$ cat config.mk
export PLATFORM = sky130hd
export DESIGN_NAME = swap_writeback_flat
export DESIGN_NICKNAME = d
export VERILOG_FILES = /design/src/rtl/sisc_pkg.sv /design/src/rtl/swap_writeback_if.sv /design/src/rtl/swap_writeback.sv /design/src/flat_wrapper.sv
export SDC_FILE = /design/constraint.sdc
export NUM_CORES = 1
export LEC_CHECK = 0
export CAP_MARGIN = 20
export CORE_ASPECT_RATIO = 0.9
export CORE_MARGIN = 1
export CORE_UTILIZATION = 35
export CTS_BUF_LIST = sky130_fd_sc_hd__clkbuf_2 sky130_fd_sc_hd__clkbuf_4 sky130_fd_sc_hd__clkbuf_8
export DETAILED_ROUTE_END_ITERATION = 10
export DONT_BUFFER_PORTS = 1
export SKIP_CTS_REPAIR_TIMING = 1
export SLEW_MARGIN = 25
export SYNTH_ARGS = -nofsm -noshare
export SYNTH_HDL_FRONTEND = slang
export SYNTH_SLANG_ARGS = --single-unit
$ cat constraint.sdc
create_clock -name clk -period 3.3 [get_ports clk]
set_clock_uncertainty 0.2 [all_clocks]
set_input_delay 0.66 -clock clk [delete_from_list [all_inputs] [get_ports clk]]
set_output_delay 0.66 -clock clk [all_outputs]
set_load 0.1 [all_outputs]
$ cat src/rtl/sisc_pkg.sv
// Shared SISC definitions: datapath widths, zero register and swap sequencer types.
package sisc_pkg;

  localparam int unsigned SISC_DATA_W = 32;
  localparam int unsigned SISC_ADDR_W = 4;

  localparam logic [SISC_ADDR_W-1:0] SISC_ZERO_REG = SISC_ADDR_W'(0);

  typedef enum logic [1:0] {
    SW_IDLE  = 2'd0,
    SW_WR_RS = 2'd1,
    SW_WR_RT = 2'd2,
    SW_DONE  = 2'd3
  } swap_state_e;

  // Operands captured on start and replayed during write-back.
  typedef struct packed {
    logic [SISC_ADDR_W-1:0] rs_addr;
    logic [SISC_ADDR_W-1:0] rt_addr;
    logic [SISC_DATA_W-1:0] rs_data;
    logic [SISC_DATA_W-1:0] rt_data;
  } swap_hold_t;

endpackage

$ cat src/rtl/swap_writeback_if.sv
// Control-unit request and register-file write-port signals for the SWAP sequencer.
interface swap_writeback_if;
  import sisc_pkg::*;

  logic                   start;
  logic [SISC_ADDR_W-1:0] rs_addr;
  logic [SISC_ADDR_W-1:0] rt_addr;
  logic [SISC_DATA_W-1:0] rs_data;
  logic [SISC_DATA_W-1:0] rt_data;
  logic                   wr_gnt;
  logic                   rf_wr_en;
  logic [SISC_ADDR_W-1:0] rf_wr_addr;
  logic [SISC_DATA_W-1:0] rf_wr_data;
  logic                   busy;
  logic                   done;

  modport master (
    output start, rs_addr, rt_addr, rs_data, rt_data, wr_gnt,
    input  rf_wr_en, rf_wr_addr, rf_wr_data, busy, done
  );

  modport slave (
    input  start, rs_addr, rt_addr, rs_data, rt_data, wr_gnt,
    output rf_wr_en, rf_wr_addr, rf_wr_data, busy, done
  );

endinterface

$ cat src/rtl/swap_writeback.sv
// SWAP write-back sequencer: writes old rt into rs, then old rs into rt, through
// the arbitrated register-file write port.
module swap_writeback
  import sisc_pkg::*;
(
  input  logic             clk,
  input  logic             rst,
  swap_writeback_if.slave  bus
);

  swap_state_e            state_q, state_d;
  swap_hold_t             hold_q, hold_d;

  logic                   wr_en_c;
  logic [SISC_ADDR_W-1:0] wr_addr_c;
  logic [SISC_DATA_W-1:0] wr_data_c;
  logic                   busy_c;
  logic                   done_c;

  // Next state, capture and output decode.
  always_comb begin
    state_d   = state_q;
    hold_d    = hold_q;
    wr_en_c   = 1'b0;
    wr_addr_c = SISC_ADDR_W'(0);
    wr_data_c = SISC_DATA_W'(0);
    busy_c    = 1'b0;
    done_c    = 1'b0;

    unique case (state_q)
      SW_IDLE: begin
        if (bus.start) begin
          hold_d.rs_addr = bus.rs_addr;
          hold_d.rt_addr = bus.rt_addr;
          hold_d.rs_data = bus.rs_data;
          hold_d.rt_data = bus.rt_data;
          state_d = (bus.rs_addr == bus.rt_addr) ? SW_DONE : SW_WR_RS;
        end
      end
      SW_WR_RS: begin
        busy_c    = 1'b1;
        wr_addr_c = hold_q.rs_addr;
        wr_data_c = hold_q.rt_data;
        wr_en_c   = (hold_q.rs_addr != SISC_ZERO_REG);
        // R0 is never written, so it needs no grant to move on.
        if (!wr_en_c || bus.wr_gnt) state_d = SW_WR_RT;
      end
      SW_WR_RT: begin
        busy_c    = 1'b1;
        wr_addr_c = hold_q.rt_addr;
        wr_data_c = hold_q.rs_data;
        wr_en_c   = (hold_q.rt_addr != SISC_ZERO_REG);
        if (!wr_en_c || bus.wr_gnt) state_d = SW_DONE;
      end
      SW_DONE: begin
        busy_c  = 1'b1;
        done_c  = 1'b1;
        state_d = SW_IDLE;
      end
      default: state_d = SW_IDLE;
    endcase
  end

  always_ff @(posedge clk or posedge rst) begin
    if (rst) begin
      state_q <= SW_IDLE;
      hold_q  <= '0;
    end else begin
      state_q <= state_d;
      hold_q  <= hold_d;
    end
  end

  assign bus.rf_wr_en   = wr_en_c;
  assign bus.rf_wr_addr = wr_addr_c;
  assign bus.rf_wr_data = wr_data_c;
  assign bus.busy       = busy_c;
  assign bus.done       = done_c;

endmodule
$ cat src/flat_wrapper.sv
// flat-port wrapper written by rule: the top's interface ports become plain ports
module swap_writeback_flat import sisc_pkg::*;
  (clk, rst, bus_start, bus_rs_addr, bus_rt_addr, bus_rs_data, bus_rt_data, bus_wr_gnt, bus_rf_wr_en, bus_rf_wr_addr, bus_rf_wr_data, bus_busy, bus_done);
  swap_writeback_if bus_i ();
  input  logic clk;
  input  logic rst;
  input wire logic [$bits(bus_i.start)-1:0] bus_start;
  input wire logic [$bits(bus_i.rs_addr)-1:0] bus_rs_addr;
  input wire logic [$bits(bus_i.rt_addr)-1:0] bus_rt_addr;
  input wire logic [$bits(bus_i.rs_data)-1:0] bus_rs_data;
  input wire logic [$bits(bus_i.rt_data)-1:0] bus_rt_data;
  input wire logic [$bits(bus_i.wr_gnt)-1:0] bus_wr_gnt;
  output wire logic [$bits(bus_i.rf_wr_en)-1:0] bus_rf_wr_en;
  output wire logic [$bits(bus_i.rf_wr_addr)-1:0] bus_rf_wr_addr;
  output wire logic [$bits(bus_i.rf_wr_data)-1:0] bus_rf_wr_data;
  output wire logic [$bits(bus_i.busy)-1:0] bus_busy;
  output wire logic [$bits(bus_i.done)-1:0] bus_done;
  assign bus_i.start = bus_start;
  assign bus_i.rs_addr = bus_rs_addr;
  assign bus_i.rt_addr = bus_rt_addr;
  assign bus_i.rs_data = bus_rs_data;
  assign bus_i.rt_data = bus_rt_data;
  assign bus_i.wr_gnt = bus_wr_gnt;
  assign bus_rf_wr_en = bus_i.rf_wr_en;
  assign bus_rf_wr_addr = bus_i.rf_wr_addr;
  assign bus_rf_wr_data = bus_i.rf_wr_data;
  assign bus_busy = bus_i.busy;
  assign bus_done = bus_i.done;
  swap_writeback u_core (.clk(clk), .rst(rst), .bus(bus_i));
endmodule
==> impl_metrics.xml <==
<?xml version="1.0" encoding="UTF-8"?>
<metrics>
  <group name="run_status">
    <metric name="result_of_the_run" unit="">complete, no violations</metric>
  </group>
  <group name="worst_setup_path">
    <metric name="maximum_cell_stage_delay_along_the_critical_path" unit="ns">0.63</metric>
    <metric name="r2r_slack" unit="ns">1.01</metric>
    <metric name="worst-path-stages" unit="">5</metric>
    <metric name="start_kind" unit="">flop</metric>
    <metric name="critPathMaxFanout" unit="">22</metric>
    <metric name="crit_family" unit="">adder cells</metric>
    <metric name="rr_worst_depth" unit="">4</metric>
    <metric name="critPathLaunch" unit="">u_core.state_q[0]$_DFFE_PP0P_</metric>
    <metric name="crit_top_cell" unit="">buf_12</metric>
    <metric name="regToRegStartpoint" unit="">u_core.state_q[0]$_DFFE_PP0P_</metric>
    <metric name="crit_arrival" unit="ns">2.10</metric>
    <metric name="path_class" unit="">flop to output pin</metric>
    <metric name="crit_buf_inv" unit="">3</metric>
    <metric name="cp_slowest_cell" unit="">ha_1</metric>
    <metric name="worst_ep_required_time" unit="ns">2.44</metric>
    <metric name="endpoint_kind" unit="">output pin</metric>
    <metric name="crit_path_cell_trace" unit="">inv_1 -&gt; ha_1 -&gt; buf_12 -&gt; nor2b_2 -&gt; buf_12</metric>
    <metric name="crit_end" unit="">bus_rf_wr_data[19]</metric>
    <metric name="timing.rr.end" unit="">u_core.hold_q[55]$_DFFE_PP0P_</metric>
  </group>
  <group name="timing">
    <metric name="worst_margin_pin_slew" unit="ns">0.976</metric>
    <metric name="timing.final.ws_setup" unit="ns">0.345</metric>
    <metric name="totalNegativeSetupSlack" unit="ns">0</metric>
    <metric name="final-max-slew-violation-count" unit="">0</metric>
    <metric name="post-route-min-period" unit="ns">2.96</metric>
    <metric name="slew-limit-headroom" unit="%">34.9</metric>
    <metric name="max_clock_freq" unit="MHz">338</metric>
    <metric name="hold_viol_final" unit="">0</metric>
    <metric name="setup_repair_after_global_routing_missed_its_margin" unit="">false</metric>
    <metric name="final_critical_path_share_of_the_clock_period" unit="%">89.6</metric>
    <metric name="setup-violations-final" unit="">0</metric>
  </group>
  <group name="synthesis">
    <metric name="synth_adder_area_share" unit="%">1.43</metric>
    <metric name="yosysUniqueCellTypes" unit="">20</metric>
    <metric name="main_combinational_cell_family_by_area_after_synthesis" unit="">multiplexers</metric>
    <metric name="synth_cell_area" unit="um2">3510</metric>
    <metric name="synth.largest_area_cell" unit="">dfrtp_1</metric>
    <metric name="synth_xor_xnor_area_share" unit="%">0.999</metric>
    <metric name="synth.net_count" unit="">340</metric>
    <metric name="synth-main-ff-cell" unit="">dfrtp_1</metric>
    <metric name="synthCells" unit="">260</metric>
    <metric name="synth_sequential_area_ratio" unit="%">52.8</metric>
    <metric name="synth_mux_area_share" unit="%">23.1</metric>
    <metric name="synth_seq_cells" unit="">74</metric>
    <metric name="synthesis.yosys.warnings" unit="">0</metric>
    <metric name="post_synth_most_frequent_cells" unit="">dfrtp_1 (74), mux2_2 (65), a22oi_1 (36), nor2b_1 (36)</metric>
    <metric name="post_synth_main_area_contributors" unit="">dfrtp_1 (53%), mux2_2 (21%), a22oi_1 (7.7%)</metric>
    <metric name="basic_gate_share_of_the_synthesized_area_counting_and_or_nand_and_nor_cells" unit="%">6.92</metric>
    <metric name="synth_async_sr_flop_share" unit="%">100</metric>
    <metric name="synth-compound-area-share" unit="%">10.5</metric>
    <metric name="synth-edff-count" unit="">0</metric>
    <metric name="postSynthAreaPerCell" unit="um2">13.5</metric>
    <metric name="synthDominantCellAreaShare" unit="%">52.8</metric>
    <metric name="synth_most_common_cell" unit="">dfrtp_1</metric>
  </group>
  <group name="floorplan">
    <metric name="initial_core_util" unit="%">36.2</metric>
    <metric name="rows" unit="">34</metric>
    <metric name="ioPinCount" unit="">115</metric>
    <metric name="floorplan.die.height" unit="um">97.0</metric>
    <metric name="core-area" unit="um2">9700</metric>
    <metric name="floorplan.die.width" unit="um">108</metric>
    <metric name="die_area" unit="um2">10400</metric>
  </group>
  <group name="global_route">
    <metric name="pin_count_of_the_biggest_net_entering_global_routing" unit="">74</metric>
    <metric name="first_global_vias" unit="">2428</metric>
    <metric name="antenna_found_initial" unit="">0</metric>
    <metric name="groute.usage.overall" unit="%">15.9</metric>
    <metric name="first_pass_grt_wire_length" unit="um">12700</metric>
    <metric name="global_route.overflow_total" unit="">0</metric>
  </group>
  <group name="cts">
    <metric name="cts.sink_count" unit="">74</metric>
    <metric name="clkTransAtPathRegs" unit="ns">0.08</metric>
    <metric name="htree_levels" unit="">3</metric>
    <metric name="clockBufferDepth" unit="">2</metric>
    <metric name="clock_latency" unit="ns">0.34</metric>
    <metric name="tritoncts" unit="">done</metric>
    <metric name="tritoncts.num_buffers" unit="">9</metric>
    <metric name="cts-root-buf" unit="">clkbuf_8</metric>
  </group>
  <group name="drt">
    <metric name="routed-via-count" unit="">2223</metric>
    <metric name="wl_per_cell" unit="um">18.3</metric>
    <metric name="drtIter0Drc" unit="">61</metric>
    <metric name="detail_route.first_pass.iterations" unit="">4</metric>
    <metric name="drt_drc_violations_left" unit="">0</metric>
    <metric name="routed_wl" unit="um">7810</metric>
    <metric name="antenna_left" unit="">0</metric>
    <metric name="vias_per_cell" unit="">5.21</metric>
  </group>
  <group name="placed_design">
    <metric name="dpl-instance-area" unit="um2">4450</metric>
    <metric name="minimum_setup_slack_after_placement" unit="ns">0.678</metric>
    <metric name="gp_congestion" unit="">0.694</metric>
    <metric name="detailedPlacementHpwl" unit="um">5450</metric>
    <metric name="buffer_ports.inserted" unit="">0</metric>
  </group>
  <group name="cells_and_area">
    <metric name="nets" unit="">376</metric>
    <metric name="fillerInstances" unit="">843</metric>
    <metric name="n_antenna_cell" unit="">0</metric>
    <metric name="drive_gt1_share" unit="%">56.5</metric>
    <metric name="syn_to_final_growth" unit="%">34.2</metric>
    <metric name="final_area" unit="um2">4710</metric>
  </group>
  <group name="flow_run">
    <metric name="number_of_max_cap_violations" unit="">0</metric>
  </group>
  <group name="hold_path">
    <metric name="hold_class" unit="">primary input to asynchronous set/reset pin</metric>
  </group>
</metrics>
## routing by layer
layer / GRT usage (%) / vias to the layer above / share of wire [%]
met1: 18.6 / 1132 / 40
met4: 4.85 / 0 / 1.4
met2: 25.8 / 73 / 50
met5: 0 / - / 0
met3: 7.28 / 12 / 8.6
li1: - / 1006 / -
## placed cells by master (no fill, tap or decap), drive strengths merged
cell / Yosys / final
clkinv: 0 / 1
clkbuf: 6 / 12
buf: 13 / 44
ha: 4 / 4
nor2b: 36 / 36
dfrtp: 74 / 74
inv: 5 / 4
bufinv: 0 / 3
a21boi: 1 / 1
nand2: 1 / 1
clkinvlp: 0 / 1
o22a: 2 / 2
a21oi: 2 / 2
a22oi: 36 / 36
nor4: 1 / 1
o41ai: 2 / 2
mux2: 72 / 72
o32a: 1 / 1
xor2: 4 / 4
## worst min path at each step
stage | slack (ns) | cells after the start | to
2_1_floorplan | 0.26 | 1 | u_core.hold_q[57]$_DFFE_PP0P_
3_3_place_gp | 0.28 | 1 | u_core.hold_q[21]$_DFFE_PP0P_
3_5_place_dp | 0.28 | 1 | u_core.hold_q[20]$_DFFE_PP0P_
4_1_cts | 0.13 | 1 | u_core.hold_q[60]$_DFFE_PP0P_
5_1_grt | 0.16 | 1 | u_core.hold_q[62]$_DFFE_PP0P_
6_report | 0.12 | 1 | u_core.hold_q[62]$_DFFE_PP0P_
## registers in the layout, indices dropped and copies added, names as in the netlist
register and cells:
u_core.hold_q 72, u_core.state_q 2
## metrics by stage
| step | instances | hold WS [ns] | utilization (%) |
|---|---|---|---|
| floorplan | 260 | 0.265 | - |
| global route | 427 | 0.159 | 48.5 |
| CTS | 427 | 0.126 | 48.5 |
| finish | 427 | 0.117 | 48.5 |
| global placement | 411 | 0.276 | 45.9 |
| detailed placement | 411 | 0.283 | 45.9 |
## cell type report
class	count	area (um2)	share of cell area (%)
timing repair buffer	44	818	17.4
clock inverter	4	97.6	2.07
inverter	5	20.0	0.425
multi-input combinational	162	1600	34.1
sequential	74	1850	39.3
clock buffer	12	159	3.38
tap	126	158	3.35
## cells by family (layout without fill, tap and decap cells)
kind of cell	count (synthesis)	in the layout
compound gates	44	44
xor+xnor	4	4
buf+inv	24	65
fa+ha+maj	4	4
flops	74	74
mux	72	72
simple gates	38	38
Power is not shown: default switching activity piles up to over one toggle a cycle in this logic, so the estimate is an artifact.
